File: config.mk
export PLATFORM = sky130hd
export DESIGN_NAME = memory_bus_arbiter
export DESIGN_NICKNAME = d
export VERILOG_FILES = /design/src/rtl/memory_bus_arbiter.sv
export SDC_FILE = /design/constraint.sdc
export NUM_CORES = 1
export LEC_CHECK = 0
export ABC_AREA = 1
export CELL_PAD_IN_SITES_DETAIL_PLACEMENT = 0
export CELL_PAD_IN_SITES_GLOBAL_PLACEMENT = 2
export CORE_UTILIZATION = 10
export DETAILED_ROUTE_END_ITERATION = 12
export GPL_TIMING_DRIVEN = 0
export PLACE_DENSITY_LB_ADDON = 0.1
export SYNTH_ARGS = -nofsm -noshare
export SYNTH_HDL_FRONTEND = slang
export SYNTH_SLANG_ARGS = --single-unit
File: constraint.sdc
create_clock -name iCLOCK -period 2.5 [get_ports iCLOCK]
set_input_delay 0.25 -clock iCLOCK [delete_from_list [all_inputs] [get_ports iCLOCK]]
set_output_delay 0.25 -clock iCLOCK [all_outputs]
set_load 0.05 [all_outputs]
File: src/rtl/memory_bus_arbiter.sv
// memory_bus_arbiter: round-robin sharing of one memory bus between two masters,
// with an in-order tag FIFO that steers each read response back to its issuer.
module memory_bus_arbiter #(
    parameter int P_TAG_DEPTH   = 4,
    parameter int P_TAG_DEPTH_N = 2
) (
    input  logic        iCLOCK,
    input  logic        inRESET,
    input  logic        iM0_REQ,
    output logic        oM0_LOCK,
    input  logic [1:0]  iM0_ORDER,
    input  logic        iM0_RW,
    input  logic [31:0] iM0_ADDR,
    input  logic [31:0] iM0_DATA,
    output logic        oM0_VALID,
    input  logic        iM0_BUSY,
    output logic [63:0] oM0_DATA,
    input  logic        iM1_REQ,
    output logic        oM1_LOCK,
    input  logic [1:0]  iM1_ORDER,
    input  logic        iM1_RW,
    input  logic [31:0] iM1_ADDR,
    input  logic [31:0] iM1_DATA,
    output logic        oM1_VALID,
    input  logic        iM1_BUSY,
    output logic [63:0] oM1_DATA,
    output logic        oMEMORY_REQ,
    output logic [1:0]  oMEMORY_ORDER,
    output logic        oMEMORY_RW,
    output logic [31:0] oMEMORY_ADDR,
    output logic [31:0] oMEMORY_DATA,
    input  logic        iMEMORY_LOCK,
    input  logic        iMEMORY_VALID,
    output logic        oMEMORY_BUSY,
    input  logic [63:0] iMEMORY_DATA,
    output logic        oERROR
);
    logic                     ptr;
    logic [P_TAG_DEPTH-1:0]   tags;
    logic [P_TAG_DEPTH_N-1:0] wr_ptr, rd_ptr;
    logic [P_TAG_DEPTH_N:0]   count;
    logic empty, full, head, pop, push, accept, cand, cand_rw, blocked;

    always_comb begin
        empty        = count == '0;
        full         = count == (P_TAG_DEPTH_N+1)'(P_TAG_DEPTH);
        head         = tags[rd_ptr];
        oMEMORY_BUSY = !empty && (head ? iM1_BUSY : iM0_BUSY);
        pop          = iMEMORY_VALID && !oMEMORY_BUSY && !empty;
        cand         = (iM0_REQ && iM1_REQ) ? ptr : iM1_REQ;
        cand_rw      = cand ? iM1_RW : iM0_RW;
        // a pop in the same cycle frees the slot a blocked read needs
        blocked      = !cand_rw && full && !pop;
        oMEMORY_REQ  = (iM0_REQ || iM1_REQ) && !blocked;
        accept       = oMEMORY_REQ && !iMEMORY_LOCK;
        push         = accept && !cand_rw;
        oM0_LOCK     = iM0_REQ && !(accept && !cand);
        oM1_LOCK     = iM1_REQ && !(accept && cand);
        oMEMORY_ORDER = !oMEMORY_REQ ? 2'b00 : cand ? iM1_ORDER : iM0_ORDER;
        oMEMORY_RW    = oMEMORY_REQ && cand_rw;
        oMEMORY_ADDR  = !oMEMORY_REQ ? 32'h0 : cand ? iM1_ADDR : iM0_ADDR;
        oMEMORY_DATA  = !oMEMORY_REQ ? 32'h0 : cand ? iM1_DATA : iM0_DATA;
        oM0_VALID     = iMEMORY_VALID && !empty && !head;
        oM1_VALID     = iMEMORY_VALID && !empty && head;
        oM0_DATA      = oM0_VALID ? iMEMORY_DATA : 64'h0;
        oM1_DATA      = oM1_VALID ? iMEMORY_DATA : 64'h0;
    end

    always_ff @(posedge iCLOCK or negedge inRESET) begin
        if (!inRESET) begin
            ptr    <= 1'b0;
            tags   <= '0;
            wr_ptr <= '0;
            rd_ptr <= '0;
            count  <= '0;
            oERROR <= 1'b0;
        end else begin
            if (accept) ptr <= !cand;
            if (push) begin
                tags[wr_ptr] <= cand;
                wr_ptr       <= wr_ptr + 1'b1;
            end
            if (pop) rd_ptr <= rd_ptr + 1'b1;
            count  <= count + (P_TAG_DEPTH_N+1)'(push) - (P_TAG_DEPTH_N+1)'(pop);
            oERROR <= oERROR || (iMEMORY_VALID && empty);
        end
    end
endmodule
==> results of run 1 <==
## placed cells by master (no fill, tap or decap), drive strengths merged, types with 2 or more instances in the layout
cell           count
a21oi             67
buf               83
clkbuf           100
clkdlybuf4s15     13
clkdlybuf4s18      2
clkdlybuf4s50    207
dfrtp             13
dlygate4sd2       39
dlymetal6s2s       6
ha                 6
inv               94
nand2            152
nand3              9
nor2             136
o21ai              4
o21bai             4
xor2               4
## how the worst min path moves through the flow
stage | start | end | slack, ps
3_5_place_dp | oERROR | oERROR | 480
6_report | inRESET | tags[3] | 410
4_1_cts | inRESET | ptr | 440
2_1_floorplan | inRESET | count[0] | -50
3_3_place_gp | oERROR | oERROR | 460
5_1_grt | inRESET | tags[3] | 460
## repair_timing
| action | CTS | global route |
|---|---|---|
| hold buffers | 0 | 0 |
| pin swaps | 1 | 3 |
| gates resized for setup | 485 | 192 |
| setup endpoints to repair | 198 | 138 |
| buffers inserted | 3 | 2 |
## state kept, by name (all words and copies together) (netlist names)
| register | cells |
|---|---|
| tags | 4 |
| count | 3 |
| rd_ptr | 2 |
| wr_ptr | 2 |
| oERROR | 1 |
| ptr | 1 |
## area by class of cell
cell class | instances | share of cell area
Tap cell | 335 | 0.06298
Timing Repair Buffer | 412 | 0.5149
Buffer | 34 | 0.02858
Sequential cell | 13 | 0.04888
Multi-Input combinational cell | 387 | 0.2798
Inverter | 94 | 0.05302
Clock buffer | 4 | 0.01184
## logic make-up (layout without fill, tap and decap cells)
| kind of cell | count (synthesis) | count (layout) | share of synthesized area |
|---|---|---|---|
| compound gates | 76 | 76 | 0.1774 |
| xor+xnor | 5 | 5 | 0.01647 |
| buf+inv | 128 | 544 | 0.1972 |
| fa+ha+maj | 7 | 7 | 0.03576 |
| flops | 13 | 13 | 0.1224 |
| simple gates | 299 | 299 | 0.4508 |
## power by group through the flow
stage	logic (mW)	clock network, mW	registers [mW]
CTS	6.33	0.311	0.418
global placement	6.92	0	0.410
floorplan	4.32	0	0.412
detailed placement	6.85	0	0.411
global route	6.60	0.320	0.434
finish	6.18	0.301	0.420
## layer usage
metal / vias to the layer above / routed length (um)
li1: 2385 / -
met1: 1938 / 6550
met2: 248 / 10790
met3: 4 / 2151
met4: 2 / 29
met5: - / 13
## through the flow
step	util	power (mW)
finish	0.2554	6.897
global route	0.2554	7.358
CTS	0.2647	7.057
detailed placement	0.2745	7.265
global placement	0.2745	7.335
floorplan	-	4.737
==> results by group, run 1 <==
Setup path
  – Worst Path Max Fanout: 4
  – Slowest CP cell: dfrtp_1
  – Launch point of the worst path: rd_ptr[0]
  – CP arrival: 2510 ps
  – Worst path cell trace: inv_2 > nand2_1 > nand3_2 > nand2_2 > nand2_2 > nand3_4 > nand2_4 > nand4_4 > ha_4 > inv_1 > ha_2 > fa_2 > xnor2_2 > xor2_1
  – FF-to-FF setup slack: 110 ps
  – Buf+Inv Stages, Crit Path: 2
  – CP Capture Point: count[2]
  – Worst R2R Path Depth: 14
  – Reg2reg start: rd_ptr[0]
  – Delay-heaviest family, CP: adder cells
  – Critical Path Source Type: flip-flop
  – WP depth: 14
  – CP most frequent cell: nand2_2
  – CP Class: reg -> reg
  – Req. time, crit path: 2620 ps
  – CP Capture Type: flip-flop
  – Critical R2R Capture: count[2]
  – Slowest stage delay, CP: 400 ps

Detailed routing
  – Router iterations before antenna repair: 4
  – DRC Markers: 0
  – Starting DRT DRC Count: 98
  – Vias: 4577
  – Final WL: 19.53 mm
  – Routed Antenna Nets: 0
  – Post-DR wirelength/cell: 15.27 um
  – Drt via density: 3.579

Yosys
  – Seq cells post-synth: 13
  – Commonest cells post-synth: nand2_1 (147), nor2_1 (134), inv_1 (91), a21oi_1 (47), a21oi_2 (20)
  – Most common cell in the synthesized netlist: nand2_1
  – Synthesis Warnings: 0
  – Post-Syn Area per Cell: 5.036 um^2
  – Top-area cell type share of the netlist area: 0.2075
  – Asr flop ratio synth: 1.000
  – Top cells by area, synth: nand2_1 (21%), nor2_1 (19%), inv_1 (13%), dfrtp_1 (12%), a21oi_1 (8.8%)
  – Area of the mapped netlist: 2659 um^2
  – Post-synth net total: 741
  – Sequential-to-total area share from yosys stat: 0.1224
  – Post-Syn Instances: 528
  – Top_reg_cell synth: dfrtp_1
  – Synth area leader: nand2_1
  – Number of synthesized flops with an enable pin: 0
  – Yosys cell types: 26

CTS
  – Clock-pin slew on the worst setup and hold paths: 50 ps
  – Clock sink count: 13
  – Root Buffer: clkbuf_16
  – TritonCTS clock tree: built
  – CTS buffer count: 3
  – Htree depth: 1
  – Max clock buf depth: 2
  – Worst skew pair latency: 240 ps

Pwr
  – Sw frac: 0.6973
  – Sequential group share of total power: 0.061
  – Switch Pwr: 4.809 mW
  – Clk network pwr share: 0.044
  – PwrDens: 1036 nW/um^2
  – Lkg Pwr: 3.631 nW
  – Logic pwr share: 0.895
  – Internal power: 2.088 mW
  – Worst VDD drop: 0.4443 mV

Die
  – Die area: 27240 um^2
  – IO Pins: 408
  – Die width: 165.1 um
  – Starting Density: 0.1020
  – Row cnt: 59
  – Core box area: 26060 um^2
  – Die height: 165.1 um

Hold path
  – Worst Hold Class: in -> async

GRT
  – GR Util met1: 0.1238
  – Routing usage on met3: 0.04246
  – GRT overflow: 0
  – Layer with the highest usage: met2
  – Initial antenna violation count: 1
  – Total track usage: 0.1313
  – Largest net degree at the start of global routing: 14
  – Vias in the first global route: 4490
  – GRT met2 Usage: 0.2775
  – First-pass GRT wire length: 27.03 mm

Placement
  – Gp weighted congestion: 0.7130
  – PortBufs: 407
  – DP Area: 7154 um^2
  – DP HPWL: 17.04 mm
  – Place WS: -696.4 ps
  – Dpl cells: 1270

STA
  – Setup tns final: 0 ps
  – Slew Limit Headroom: 0.5771
  – Hold_ws: 408.1 ps
  – Fmax: 418.9 MHz
  – Final WS setup: 113.0 ps
  – Min Tclk post-route: 2387 ps
  – Final Hold Viols: 0
  – Slew Limit Fails: 0
  – Max Clock Skew: 2.198 ps
  – Worst-Margin Slew: 632.4 ps
  – RSZ-0062 raised after global routing: true
  – Final Cycle Share: 0.9548
  – Endpoints failing setup: 0

Run status
  – Status: completed

Final layout
  – Share of cells above drive strength 1: 0.2511
  – ANT cells: 0
  – Final net count: 1158
  – Area Overhead vs Synth: 150.3%
  – Fin area: 6655 um^2
  – Cell Count, Final, Fillers Out: 1279
  – Flip-flop and latch area: 325.3 um^2
  – Area occupied by multi-input gates: 1862 um^2
  – Fill count: 3064

Job
  – Max-Cap Viols: 0
Note: power is estimated with default switching activity, not from simulation.
==> run 2, diff against run 1 <==
==> constraint.sdc (replaced) <==
create_clock -name iCLOCK -period 2.5 [get_ports iCLOCK]
set_input_delay 0.5 -clock iCLOCK [delete_from_list [all_inputs] [get_ports iCLOCK]]
set_output_delay 0.5 -clock iCLOCK [all_outputs]
set_load 0.05 [all_outputs]
==> results by group, run 2 (same netlist as run 1, synthesis figures left out) <==
CTS
  – TritonCTS clock tree: built
  – Clock sink count: 13
  – CTS buffer count: 3
  – Max clock buf depth: 2
  – Htree depth: 1
  – CTS Hold Bufs: 0
  – Clock-pin slew on the worst setup and hold paths: 50 ps
  – Root Buffer: clkbuf_16
  – Worst skew pair latency: 240 ps

Detailed routing
  – Routed met2 length: 11.00 mm
  – Final WL: 19.82 mm
  – Vias: 4666
  – Total length of routed met3 wires: 2.226 mm
  – Top sig layer: met5
  – DRC Markers: 0
  – Post-DR wirelength/cell: 15.42 um
  – Starting DRT DRC Count: 80
  – Met1 WL: 6.548 mm
  – Routed Antenna Nets: 0
  – Drt via density: 3.631
  – Router iterations before antenna repair: 4

STA
  – Final Hold Viols: 0
  – Fmax: 407.9 MHz
  – Endpoints failing setup: 0
  – Setup tns final: 0 ps
  – Slew Limit Fails: 0
  – Final Cycle Share: 0.9807
  – RSZ-0062 raised after global routing: true
  – Worst-Margin Slew: 630.2 ps
  – Min Tclk post-route: 2452 ps
  – Max Clock Skew: 2.333 ps
  – Slew Limit Headroom: 0.5785

Job
  – Max-Cap Viols: 0

Hold path
  – Worst Hold Class: reg -> reg
  – Hold Path Origin: oERROR

GRT
  – Vias in the first global route: 4563
  – GRT overflow: 0
  – Initial antenna violation count: 1
  – First-pass GRT wire length: 27.52 mm
  – Total track usage: 0.1336
  – Largest net degree at the start of global routing: 14

Placement
  – DP HPWL: 17.04 mm
  – Gp weighted congestion: 0.7130
  – DP Area: 7154 um^2
  – PortBufs: 407

Final layout
  – Max reg flops: 4
  – ANT cells: 0
  – Utilization after layout: 0.2816
  – Largest regs: tags (4), count (3)
  – Fin area: 7337 um^2
  – Commonest non-fill, non-tap cell in the layout: clkdlybuf4s50_1
  – Commonest cells after routing, fill and taps aside: clkdlybuf4s50_1 (199), nand2_1 (143), nor2_1 (130)
  – Final net count: 1164
  – Biggest register: tags
  – Share of cells above drive strength 1: 0.3263
  – Area Overhead vs Synth: 176.0%

Setup path
  – Critical Path Source Type: flip-flop
  – CP Class: reg -> out
  – Worst Path Max Fanout: 6
  – CP arrival: 1950 ps
  – Launch point of the worst path: rd_ptr[0]
  – Req. time, crit path: 2000 ps
  – CP Capture Type: output pin
  – Reg2reg start: rd_ptr[0]

Die
  – Die width: 165.1 um
  – Die height: 165.1 um
  – Row cnt: 59
  – IO Pins: 408
  – Core box area: 26060 um^2
  – Die area: 27240 um^2
  – Starting Density: 0.1020

Pwr
  – Lkg Pwr: 3.670 nW
  – Worst VDD drop: 0.4344 mV
  – PwrDens: 1022 nW/um^2

Run status
  – Status: completed
## run 2: cell types whose count changed in the layout (fill, tap and decap cells not counted), moves of 4 or more
| cell | previous run | this run |
|---|---|---|
| buf_2 | 68 | 59 |
| dlygate4sd2_1 | 39 | 12 |
| clkbuf_2 | 86 | 13 |
| a21oi_1 | 47 | 31 |
| clkdlybuf4s50_1 | 207 | 199 |
| clkbuf_4 | 7 | 29 |
| clkdlybuf4s15_2 | 13 | 29 |
| buf_6 | 4 | 25 |
| nand2_1 | 147 | 143 |
| dlymetal6s2s_1 | 6 | 0 |
| a21oi_4 | 0 | 15 |
| buf_4 | 11 | 72 |
| buf_8 | 0 | 10 |
## run 2: per-layer routing
metal	up-vias	track usage
li1	2397	-
met1	2013	0.1268
met2	250	0.2807
met3	4	0.04396
met4	2	0.008757
met5	-	0
## run 2: final cells by class
type | count | area (um^2)
Buffer | 33 | 237.7
Inverter | 94 | 355.3
Timing Repair Buffer | 419 | 3826
Clock buffer | 4 | 78.83
Sequential cell | 13 | 325.3
Fill cell | 3003 | 18720
Tap cell | 335 | 419.2
Multi-Input combinational cell | 387 | 2095
## run 2: report_power, final
part	leakage [nW]	switching, mW	internal, mW
clock network	0.0382	0.0855	0.215
registers	0.153	0.102	0.319
logic	3.48	4.76	2.02
total	3.67	4.95	2.55
## run 2: repair_timing
| action | 4_1_cts | 5_1_grt |
|---|---|---|
| gates cloned | 2 | 0 |
| setup buffers | 8 | 2 |
| pin swaps | 4 | 3 |
| hold endpoints to repair | 0 | 0 |
| endpoints found under the setup margin | 203 | 165 |
| resized for setup | 988 | 207 |
## run 2: worst paths after layout
| path | end | slack (ps) | cells past startpoint |
|---|---|---|---|
| worst max-delay path | oMEMORY_DATA[5] | 50 | 12 |
| worst min-delay path | oERROR | 480 | 1 |
| worst min register to register | oERROR | 480 | 1 |
| max in group asynchronous | tags[1] | 1440 | 1 |
| min in group asynchronous | tags[0] | 660 | 1 |
| worst max register to register | count[2] | 120 | 14 |
## run 2: through the flow
step	std cells	hold WS, ps	total power, mW	setup slack (ps)
6_report	1285	476.1	7.500	48.36
2_1_floorplan	528	204.4	4.737	-228.0
4_1_cts	1283	488.5	7.394	-23.45
3_5_place_dp	1270	478.4	7.265	-1196
5_1_grt	1285	498.9	7.977	-70.87
3_3_place_gp	1270	460.2	7.335	-1129
## run 2: critical path: stages, from the launching register on
cell and delay [ps]:
dfrtp_1 400, inv_2 90, nand2_2 50, nand3_2 80, nand2_2 80, nand2_2 90
nand3_4 120, nand2_8 110, nand2_8 70, buf_8 150, buf_12 130, a21oi_4 140
buf_6 180
==> run 3, diff against run 2 <==
Clock period 2.5 ns to 2.8 ns, I/O delays scaled along.
==> results by group, run 3 (same netlist as run 1, synthesis figures left out) <==
GRT
  – Largest net degree at the start of global routing: 14
  – First-pass GRT wire length: 27.22 mm
  – Initial antenna violation count: 1
  – Vias in the first global route: 4489
  – GRT overflow: 0
  – Total track usage: 0.1320

Pwr
  – Switch Pwr: 4.292 mW
  – Worst VDD drop: 0.4324 mV
  – Clk network pwr share: 0.043
  – Logic pwr share: 0.898
  – Internal power: 1.986 mW
  – Sequential group share of total power: 0.059
  – Lkg Pwr: 3.491 nW
  – PwrDens: 914.5 nW/um^2
  – Sw frac: 0.6837
  – Total power: 6.278 mW

STA
  – Slew Limit Fails: 0
  – Max Clock Skew: 2.181 ps
  – Final Cycle Share: 0.9663
  – Endpoints failing setup: 0
  – Fmax: 369.6 MHz
  – Min Tclk post-route: 2706 ps
  – Setup tns final: 0 ps
  – Slew Limit Headroom: 0.5766
  – Final Hold Viols: 0
  – Worst-Margin Slew: 633.1 ps

Setup path
  – Worst Path Max Fanout: 2
  – CP arrival: 2150 ps
  – CP Class: in -> out
  – Critical Path Source Type: input pin
  – CP Capture Type: output pin
  – Req. time, crit path: 2240 ps

CTS
  – Max clock buf depth: 2
  – Clock-pin slew on the worst setup and hold paths: 40 ps
  – TritonCTS clock tree: built
  – Htree depth: 1
  – CTS buffer count: 3
  – CTS Hold Bufs: 0
  – Worst skew pair latency: 240 ps
  – Clock sink count: 13
  – Root Buffer: clkbuf_16

Placement
  – DP HPWL: 17.04 mm
  – PortBufs: 407
  – Gp weighted congestion: 0.7130
  – Dpl cells: 1270
  – DP Area: 7154 um^2

Final layout
  – Fin area: 6865 um^2
  – Share of cells above drive strength 1: 0.2903
  – Area Overhead vs Synth: 158.2%
  – Biggest register: tags
  – Max reg flops: 4
  – Commonest cells after routing, fill and taps aside: clkdlybuf4s50_1 (204), nand2_1 (147), nor2_1 (132)
  – Cell Count, Final, Fillers Out: 1280
  – Final net count: 1158
  – Largest regs: tags (4), count (3)
  – Utilization after layout: 0.2635
  – Commonest non-fill, non-tap cell in the layout: clkdlybuf4s50_1

Detailed routing
  – Drt via density: 3.583
  – Top sig layer: met4
  – Met1 WL: 6.435 mm
  – Final WL: 19.50 mm
  – Routed met2 length: 10.82 mm
  – Post-DR wirelength/cell: 15.23 um
  – Router iterations before antenna repair: 4
  – Total length of routed met3 wires: 2.218 mm
  – Routed Antenna Nets: 0
  – Starting DRT DRC Count: 91
  – Vias: 4586
  – DRC Markers: 0

Die
  – Die width: 165.1 um
  – Core box area: 26060 um^2
  – Row cnt: 59
  – Starting Density: 0.1020
  – Die area: 27240 um^2
  – IO Pins: 408
  – Die height: 165.1 um

Hold path
  – Worst Hold Class: reg -> reg

Job
  – Max-Cap Viols: 0

Run status
  – Status: completed
-- run 3: worst paths after layout --
kind	startpoint	slack, ps	end	cells past startpoint
max in group asynchronous	inRESET	1680	tags[1]	1
min	oERROR	480	oERROR	1
max reg2reg	rd_ptr[0]	320	count[2]	14
min in group asynchronous	inRESET	720	tags[0]	1
min reg2reg	oERROR	480	oERROR	1
max	iM1_BUSY	90	oMEMORY_BUSY	4
-- run 3: worst max-delay path, cell delays in order --
cell	delay, ps
clkdlybuf4s50_1	480
nand3_2	110
a21oi_1	180
clkdlybuf4s50_1	820
-- run 3: layer usage --
metal	vias up	track usage
met4	0	0.008757
met3	2	0.04396
met1	1953	0.1253
met2	246	0.2771
li1	2385	-
met5	-	0
-- run 3: cell type report --
class	count	area, um^2
repair buffers	412	3600
flip-flops and latches	13	325.3
clock buffers	4	78.83
well taps	335	419.2
fillers	3024	19190
multi-input cells	387	1876
diodes	1	2.502
plain buffers	34	211.5
inverters	94	352.8
-- run 3: metrics by stage --
| stage | hold slack (ps) | worst slack [ps] |
|---|---|---|
| 2_1_floorplan | 264.4 | -47.98 |
| 3_3_place_gp | 460.2 | -949.2 |
| 3_5_place_dp | 478.4 | -1016 |
| 4_1_cts | 488.5 | 16.41 |
| 5_1_grt | 498.9 | -0.2673 |
| 6_report | 475.7 | 94.30 |
-- run 3: what timing repair did --
action	in CTS	in global routing
setup endpoints to repair	202	86
pin swaps	4	2
gates cloned	0	0
setup buffers	2	3
resized for setup	921	23
-- run 3: power groups by stage --
stage	sequential, mW	combinational (mW)	clock (mW)
floorplan	0.368	3.86	0
global placement	0.366	6.18	0
detailed placement	0.367	6.12	0
CTS	0.365	5.72	0.277
global route	0.388	6.02	0.286
finish	0.373	5.64	0.268
